==> src/rtl/fifo_burst_drain.sv <==
// Burst drain engine: pops the fifo in fixed bursts (or a flushed partial burst) into a 2-entry skid buffer.
// Latency: start condition seen in IDLE at cycle k -> first pop at k+1 -> out_valid at k+2; 1 word/cycle sustained.
// Backpressure: out_ready low fills the skid buffer; pops stop while it holds 2 words and no transfer is happening.
//
// Ports:
//   clk, rst_n                 clock; asynchronous active-low reset
//   fifo_empty, fifo_count     fifo status (count is ADDR_BITS+1 bits)
//   fifo_rdata, fifo_ren       async-read head word; read enable pops the head at the next posedge
//   flush                      level request to drain a partial burst
//   out_valid/out_data/out_ready  downstream valid/ready stream
//   busy                       high whenever the engine is not IDLE
//   out_last                   (only with LAST_FLAG_EN defined) marks the final word of each burst
module fifo_burst_drain #(
  parameter int MAX_DATA  = 16,
  parameter int ADDR_BITS = 5,
  parameter int BURST_LEN = 4
) (
  input  logic                 clk,
  input  logic                 rst_n,
  input  logic                 fifo_empty,
  input  logic [ADDR_BITS:0]   fifo_count,
  input  logic [7:0]           fifo_rdata,
  output logic                 fifo_ren,
  input  logic                 flush,
  output logic                 out_valid,
  output logic [7:0]           out_data,
  input  logic                 out_ready,
`ifdef LAST_FLAG_EN
  output logic                 out_last,
`endif
  output logic                 busy
);

  localparam int CW = ADDR_BITS + 1;
  // A burst can never be longer than the fifo can hold.
  localparam int LOAD_MAX = (BURST_LEN < MAX_DATA) ? BURST_LEN : MAX_DATA;
  localparam logic [CW-1:0] BURST_W = CW'(BURST_LEN);
  localparam logic [CW-1:0] LOAD_W  = CW'(LOAD_MAX);

`ifdef LAST_FLAG_EN
  localparam int EW = 9;  // bit 8 marks the last word of a burst
`else
  localparam int EW = 8;
`endif

  typedef enum logic [1:0] {
    IDLE  = 2'd0,
    BURST = 2'd1,
    DRAIN = 2'd2
  } state_t;

  state_t         state_q, state_d;
  logic [CW-1:0]  beats_left_q, beats_left_d;
  logic [1:0]     occ_q, occ_d;
  logic [EW-1:0]  buf0_q, buf0_d;   // head entry
  logic [EW-1:0]  buf1_q, buf1_d;   // second entry
  logic [EW-1:0]  push_entry;
  logic           transfer;

  assign out_valid = (occ_q != 2'd0);
  assign out_data  = buf0_q[7:0];
  assign transfer  = out_valid && out_ready;
  assign busy      = (state_q != IDLE);

`ifdef LAST_FLAG_EN
  assign out_last   = out_valid && buf0_q[8];
  assign push_entry = {(beats_left_q == CW'(1)), fifo_rdata};
`else
  assign push_entry = fifo_rdata;
`endif

  // Never pop an empty fifo: its read-while-empty behaviour would skip a slot.
  // A full skid buffer can still accept a word when the head leaves this cycle.
  assign fifo_ren = (state_q == BURST) && !fifo_empty && (beats_left_q != '0) &&
                    ((occ_q != 2'd2) || transfer);

  always_comb begin
    state_d      = state_q;
    beats_left_d = beats_left_q;
    occ_d        = occ_q;
    buf0_d       = buf0_q;
    buf1_d       = buf1_q;

    case (state_q)
      IDLE: begin
        // The count threshold wins over flush; flush on an empty fifo does nothing.
        if (fifo_count >= BURST_W) begin
          state_d      = BURST;
          beats_left_d = BURST_W;
        end else if (flush && (fifo_count != '0)) begin
          state_d      = BURST;
          beats_left_d = (fifo_count > LOAD_W) ? LOAD_W : fifo_count;
        end
      end
      BURST: begin
        // Waits here indefinitely if the fifo runs dry mid-burst.
        if (fifo_ren) begin
          beats_left_d = beats_left_q - CW'(1);
          if (beats_left_q == CW'(1)) begin
            state_d = DRAIN;
          end
        end
      end
      default: ;
    endcase

    // Skid buffer: in-order, head in buf0.
    case ({fifo_ren, transfer})
      2'b10: begin
        if (occ_q == 2'd0) begin
          buf0_d = push_entry;
        end else begin
          buf1_d = push_entry;
        end
        occ_d = occ_q + 2'd1;
      end
      2'b01: begin
        buf0_d = buf1_q;
        occ_d  = occ_q - 2'd1;
      end
      2'b11: begin
        // Push and pop together: occupancy unchanged, queue shifts by one.
        if (occ_q == 2'd1) begin
          buf0_d = push_entry;
        end else begin
          buf0_d = buf1_q;
          buf1_d = push_entry;
        end
      end
      default: ;
    endcase

    // Leave DRAIN as soon as the buffer is (or is about to be) empty.
    if ((state_q == DRAIN) && (occ_d == 2'd0)) begin
      state_d = IDLE;
    end
  end

  always_ff @(posedge clk or negedge rst_n) begin
    if (!rst_n) begin
      state_q      <= IDLE;
      beats_left_q <= '0;
      occ_q        <= 2'd0;
      buf0_q       <= '0;
      buf1_q       <= '0;
    end else begin
      state_q      <= state_d;
      beats_left_q <= beats_left_d;
      occ_q        <= occ_d;
      buf0_q       <= buf0_d;
      buf1_q       <= buf1_d;
    end
  end

endmodule

==> config.mk <==
export PLATFORM = sky130hd
export DESIGN_NAME = fifo_burst_drain
export DESIGN_NICKNAME = d
export VERILOG_FILES = /design/src/rtl/fifo_burst_drain.sv
export SDC_FILE = /design/constraint.sdc
export NUM_CORES = 1
export LEC_CHECK = 0
export BUFFER_PORTS_ARGS = -buffer_cell sky130_fd_sc_hd__buf_2
export CAP_MARGIN = 20
export CORE_MARGIN = 8
export CORE_UTILIZATION = 53
export CTS_CLUSTER_SIZE = 12
export DETAILED_ROUTE_END_ITERATION = 10
export GPL_TIMING_DRIVEN = 0
export PLACE_DENSITY = 0.88
export SYNTH_ARGS = -nofsm -noshare
export SYNTH_HDL_FRONTEND = slang
export SYNTH_SLANG_ARGS = --single-unit
==> constraint.sdc <==
create_clock -name clk -period 2.9 [get_ports clk]
set_clock_uncertainty 0.15 [all_clocks]
set_input_delay 0.435 -clock clk [delete_from_list [all_inputs] [get_ports clk]]
set_output_delay 0.435 -clock clk [all_outputs]
set_load 0.01 [all_outputs]
Word level (Yosys, flattened, before mapping)
Index checks and enable logic that the tools add are counted.

word-level totals
  bits of input ports = 19
  flip-flop bits (word level) = 26
  output and inout bits = 11
  word-level logic and storage cells = 67

cells by class
  reduce and logical (&&, ||, !) cells = 23
  magnitude comparators = 2
  eq/ne operators = 16
  add/subtract/negate cells = 3
  multiplexer cells = 18

operator list
  cell                                                                                  count
  8-bit 2-to-1 mux                                                                      4
  6-bit 2-to-1 mux                                                                      4
  8-bit case mux with 3 select lines                                                    1
  8-bit case mux with 2 select lines                                                    1
  6-bit case mux with 2 select lines                                                    1
  6-bit nonzero test                                                                    2
  2-bit 2-to-1 mux                                                                      5
  2-bit inequality test (second input constant)                                         5
  2-bit case mux with 2 select lines                                                    2
  2-bit nonzero test                                                                    4
  2-bit by 1-bit equality test with 1-bit output (second input constant)                3
  2-bit equality test (second input constant)                                           3
  6-bit by 1-bit equality test with 1-bit output (second input constant)                1
  6-bit by 3-bit greater-or-equal comparator with 1-bit output (second input constant)  1
  6-bit by 3-bit greater-than comparator with 1-bit output (second input constant)      1
  1-bit logical AND                                                                     6
  2-bit logical NOT                                                                     3
  3-bit AND reduction                                                                   2
  3-bit nonzero test                                                                    2
  6-bit by 1-bit subtractor with 6-bit output (second input constant)                   1
  4-bit inequality test (second input constant)                                         1
  4-bit AND reduction                                                                   1
  3-bit by 1-bit inequality test with 1-bit output (second input constant)              1
  3-bit by 2-bit inequality test with 1-bit output (second input constant)              1
  6 further kinds                                                                       6

Depth between registers and ports, before layout
  depth after elaboration = 10
  mapped depth = 10
  mapped depth without buffers = 10

Worst setup path before layout
OpenSTA, ideal clock, no wires.

  path type = reg-to-reg
  from = register occ_q[0]
  to = register buf1_q[0]
  arrival = 2.334 ns
  path buffers = 0
  required time = 2.625 ns
  cell stages (with the launch flop) = 10
  library setup time = 0.125 ns
  path slack = 0.292 ns
  path through = dfrtp_1 > inv_1 > ha_1 > nand2b_1 > a221o_1 > inv_2 > ha_1 > nand2_1 > o211ai_1 > mux2_2

on the way
  word-level cells in the longest chain between the ends = 7

RTL lines
  element                                                                       RTL line  text
  from (decl)                                                                   54        logic [1:0] occ_q, occ_d;
  from (signal assigned)                                                        143       occ_q <= 2'd0;
  from (signal assigned)                                                        149       occ_q <= occ_d;
  2-bit nonzero test                                                            60        assign out_valid = (occ_q != 2'd0);
  1-bit logical AND                                                             62        assign transfer = out_valid && out_ready;
  1-bit logical OR *                                                            75        ((occ_q != 2'd2) || transfer);
  1-bit logical AND *                                                           74        assign fifo_ren = (state_q == BURST) && !fifo_empty && (beats_left_q != '0) &&
  net fifo_ren                                                                  23        output logic fifo_ren,
  2-bit equality test                                                           108       case ({fifo_ren, transfer})
  2-bit inequality test (no source line) or 2-bit nonzero test (tied branches)  n/a
  3-bit AND reduction (no source line)                                          n/a
  to (signal assigned)                                                          151       buf1_q <= buf1_d;
  to (decl)                                                                     56        logic [EW-1:0] buf1_q, buf1_d;

The timed path passes the listed nets; every way through them passes the cells marked *.
A chain may end at the register's enable or synchronous reset.

Worst setup path in the final report
  from = register occ_q[0]
  to = register buf1_q[2]

on the way
  word-level cells in the longest chain between the ends = 7

RTL lines
  element                                                                       RTL line
  2-bit nonzero test                                                            60
  1-bit logical AND                                                             62
  1-bit logical OR                                                              75
  1-bit logical AND                                                             74
  2-bit equality test                                                           108
  2-bit inequality test (no source line) or 2-bit nonzero test (tied branches)  n/a
  3-bit AND reduction (no source line)                                          n/a

Parallel ways exist; a longest one is shown, timed or not.

==> flow_summary.ini <==
[run_status]
status = finished clean

[power_and_ir_drop]
ir_drop_v = 0.000577
leakage_nw = 0.810
finalPower_w = 0.00176
combPwrFrac_pct = 48.5
power_switching_w = 0.000654
power_frac_seq_pct = 37.6
p_sw_share_pct = 37.3
powerDensity_nw_per_um2 = 1060
p_int_w = 0.00110
clockPowerShare_pct = 13.9

[place]
post_dp_cell_area_um2 = 1580
dp_hpwl_mm = 2.33
place_congestion = 0.775
port_buffers = 29

[timing]
finalHoldViolCount = 0
drv_slew = 0
finalSetupViolations = 0
relSlewSlack_pct = 50.9
worst_pin_slew_ns = 0.730
whs_ns = 0.206
rsz0062_at_grt = no
fin_crit_sh_pct = 95.4
min_period_ns = 2.77
fmax_ghz = 0.362

[drt]
drtAntennaViolNets = 0
drc = 0
drtIter0Drc = 34
via_per_inst = 5.70
routed_wl_mm = 2.87
num_vias = 1065
drt-pass1-iter-count = 4
wl_per_cell_um = 15.3

[logic_synthesis]
synth_cell_types = 31
ys_seq_area_share_pct = 46.5
synth_top_cell_area_share_pct = 46.5
synth.largest_area_cell = dfrtp_1
synth-seq-cells = 26
synth_area_um2 = 1400
syn_avg_cell_area_um2 = 11.5
synth_cells = 122
synth_fp_nets = 151
yosys_warnings = 0
synthTopCellsByArea = dfrtp_1 (47%), mux2_2 (13%), ha_1 (8.9%), a22o_1 (5.0%), mux2i_1 (2.9%)

[clock_tree]
cts_num_sinks = 26
cts_htree_levels = 1
worstSkewPairLatency_ns = 0.32
cts_root_buf = clkbuf_4
clkTransAtPathRegs_ns = 0.14
cts_tree = done
cts_buffers = 3
clk_path_buf_depth = 2

[floorplan]
core.rowCount = 18
io_pins = 30
die_w_um = 67.4
die_area_um2 = 4540
die_h_um = 67.4
initial_utilization_pct = 56.0
fp.coreArea_um2 = 2500

[grt]
grt_max_degree = 27
grt_pass1_wl_mm = 5.09
track_usage_pct = 13.8
antenna_found_initial = 0
grt_pass1_vias = 1204
grt_overflow_total = 0

[critical_path]
crit_slowest_cell = a221o_1
cp.required_ns = 2.97
critPathArrivalTime_ns = 2.83
cp_max_fo = 9
crit_top_cell = ha_1
worstSetupEndpointType = flip-flop
start_kind = flip-flop
crit_path_cell_trace = inv_1 > ha_1 > nand2b_1 > a221o_1 > inv_4 > ha_1 > nand2_1 > o211ai_1 > buf_4 > mux2_2
critical_path_class = flip-flop to flip-flop
crit_path_max_incr_delay_ns = 0.48

[layout]
nets = 187
diodes = 0
n_fill_cell = 200
regArea_um2 = 651
fin_util_pct = 66.2
drive_above_1_share_pct = 35.0
fin_area_um2 = 1660
syn_to_final_growth_pct = 18.3
multi_input_area_um2 = 716

[min_path]
min_path_type = input pin to flip-flop

[flow_run]
drv_cap = 0
cell usage in the layout (no fill, tap or decap):
cell,netlist,routed
ha_1,10,10
nand2_1,10,10
o21a_2,0,1
or2b_1,1,1
nand2b_1,1,1
inv_4,0,1
a221o_1,1,1
or2_2,1,1
a21o_1,1,1
nor4_4,1,1
dfrtp_1,26,26
buf_4,0,1
and4_1,1,1
inv_1,8,8
nor2_1,7,7
bufinv_16,0,1
o32a_1,1,1
a31oi_1,1,1
and3_1,1,1
o21ai_0,5,5
clkbuf_4,0,3
or3b_1,1,1
o211ai_1,1,1
o2bb2ai_1,1,1
buf_2,0,29
o21a_1,2,1
mux2i_1,4,4
a31oi_2,1,1
a22o_1,8,8
nor4_1,3,3
a21oi_1,4,4
dlygate4sd3_1,0,1
nor2b_1,1,1
nand3_1,1,1
mux2_2,16,16
o31a_1,1,1
a2bb2oi_1,1,1
logic make-up after synthesis:
family	after synthesis	synth area share, %
compound gates	28	15.0
fa+ha+maj	10	8.94
buf+inv	9	2.41
flops	26	46.5
mux	20	15.7
simple gates	29	11.4
cell usage after synthesis, drive strengths merged:
cell type / n
dfrtp: 26
mux2: 16
ha: 10
nand2: 10
inv: 9
a22o: 8
nor2: 7
o21ai: 5
a21oi: 4
mux2i: 4
nor4: 4
a31oi: 2
o21a: 2
a21o: 1
a221o: 1
a2bb2oi: 1
and3: 1
and4: 1
nand2b: 1
nand3: 1
nor2b: 1
o211ai: 1
o2bb2ai: 1
o31a: 1
o32a: 1
or2: 1
or2b: 1
or3b: 1
critical path, delay by kind of cell (launching register included):
| kind | cells | cell delay, ns |
|---|---|---|
| mux | 1 | 0.35 |
| flops | 1 | 0.43 |
| buf+inv | 3 | 0.42 |
| fa+ha+maj | 2 | 0.44 |
| compound gates | 2 | 0.58 |
| simple gates | 2 | 0.30 |
layout make-up:
cell class / instances / share of cell area [%]
tap: 30 / 2.27
sequential: 26 / 39.3
clock buffer: 3 / 1.36
inverter: 9 / 2.19
multi-input combinational: 87 / 43.2
clock inverter: 1 / 1.81
timing repair buffer: 31 / 9.83
metal layers:
layer	wire length [um]	up-vias	track usage (%)
li1	-	513	-
met1	1170	513	15.5
met2	1440	37	26.3
met3	249	2	3.64
met4	10	0	1.57
met5	0	-	0
power by group through the flow:
| stage | sequential, W | clock [W] | combinational [W] |
|---|---|---|---|
| floorplan | 0.000672 | 0 | 0.000595 |
| global placement | 0.000654 | 0 | 0.000795 |
| detailed placement | 0.000673 | 0 | 0.000839 |
| CTS | 0.000664 | 0.000249 | 0.000854 |
| global route | 0.000689 | 0.000264 | 0.000945 |
| finish | 0.000660 | 0.000244 | 0.000852 |
repair_timing:
action | CTS | global route
setup endpoints to repair | 8 | 16
pin swaps | 1 | 0
resized for setup | 0 | 2
hold buffers | 1 | 0
buffers inserted | 1 | 0
endpoints found under the hold margin | 26 | 0
worst paths after layout:
path	cells past startpoint	startpoint	to	slack [ns]
max	10	occ_q[0]	buf1_q[2]	0.13
min	2	fifo_rdata[6]	buf1_q[6]	0.21
max reg2reg	10	occ_q[0]	buf1_q[2]	0.13
min reg2reg	1	out_data[7]	out_data[7]	0.37
max in group asynchronous	2	rst_n	buf1_q[7]	1.74
min in group asynchronous	2	rst_n	out_data[6]	0.49
sequential cells by signal (all words and copies together) (netlist names):
register and cells:
state_q 2, beats_left_q 6, buf1_q 8, out_data 8, occ_q 2
metrics by stage:
step	setup TNS (ns)	setup WS [ns]	cells
final	0	0.134	187
after global routing	0	0.0118	187
after CTS	0	0.115	187
after detailed placement	-0.427	-0.0619	181
after global placement	0	0.0640	181
after floorplan	0	0.292	122
Note: power is estimated with default switching activity, not from simulation.
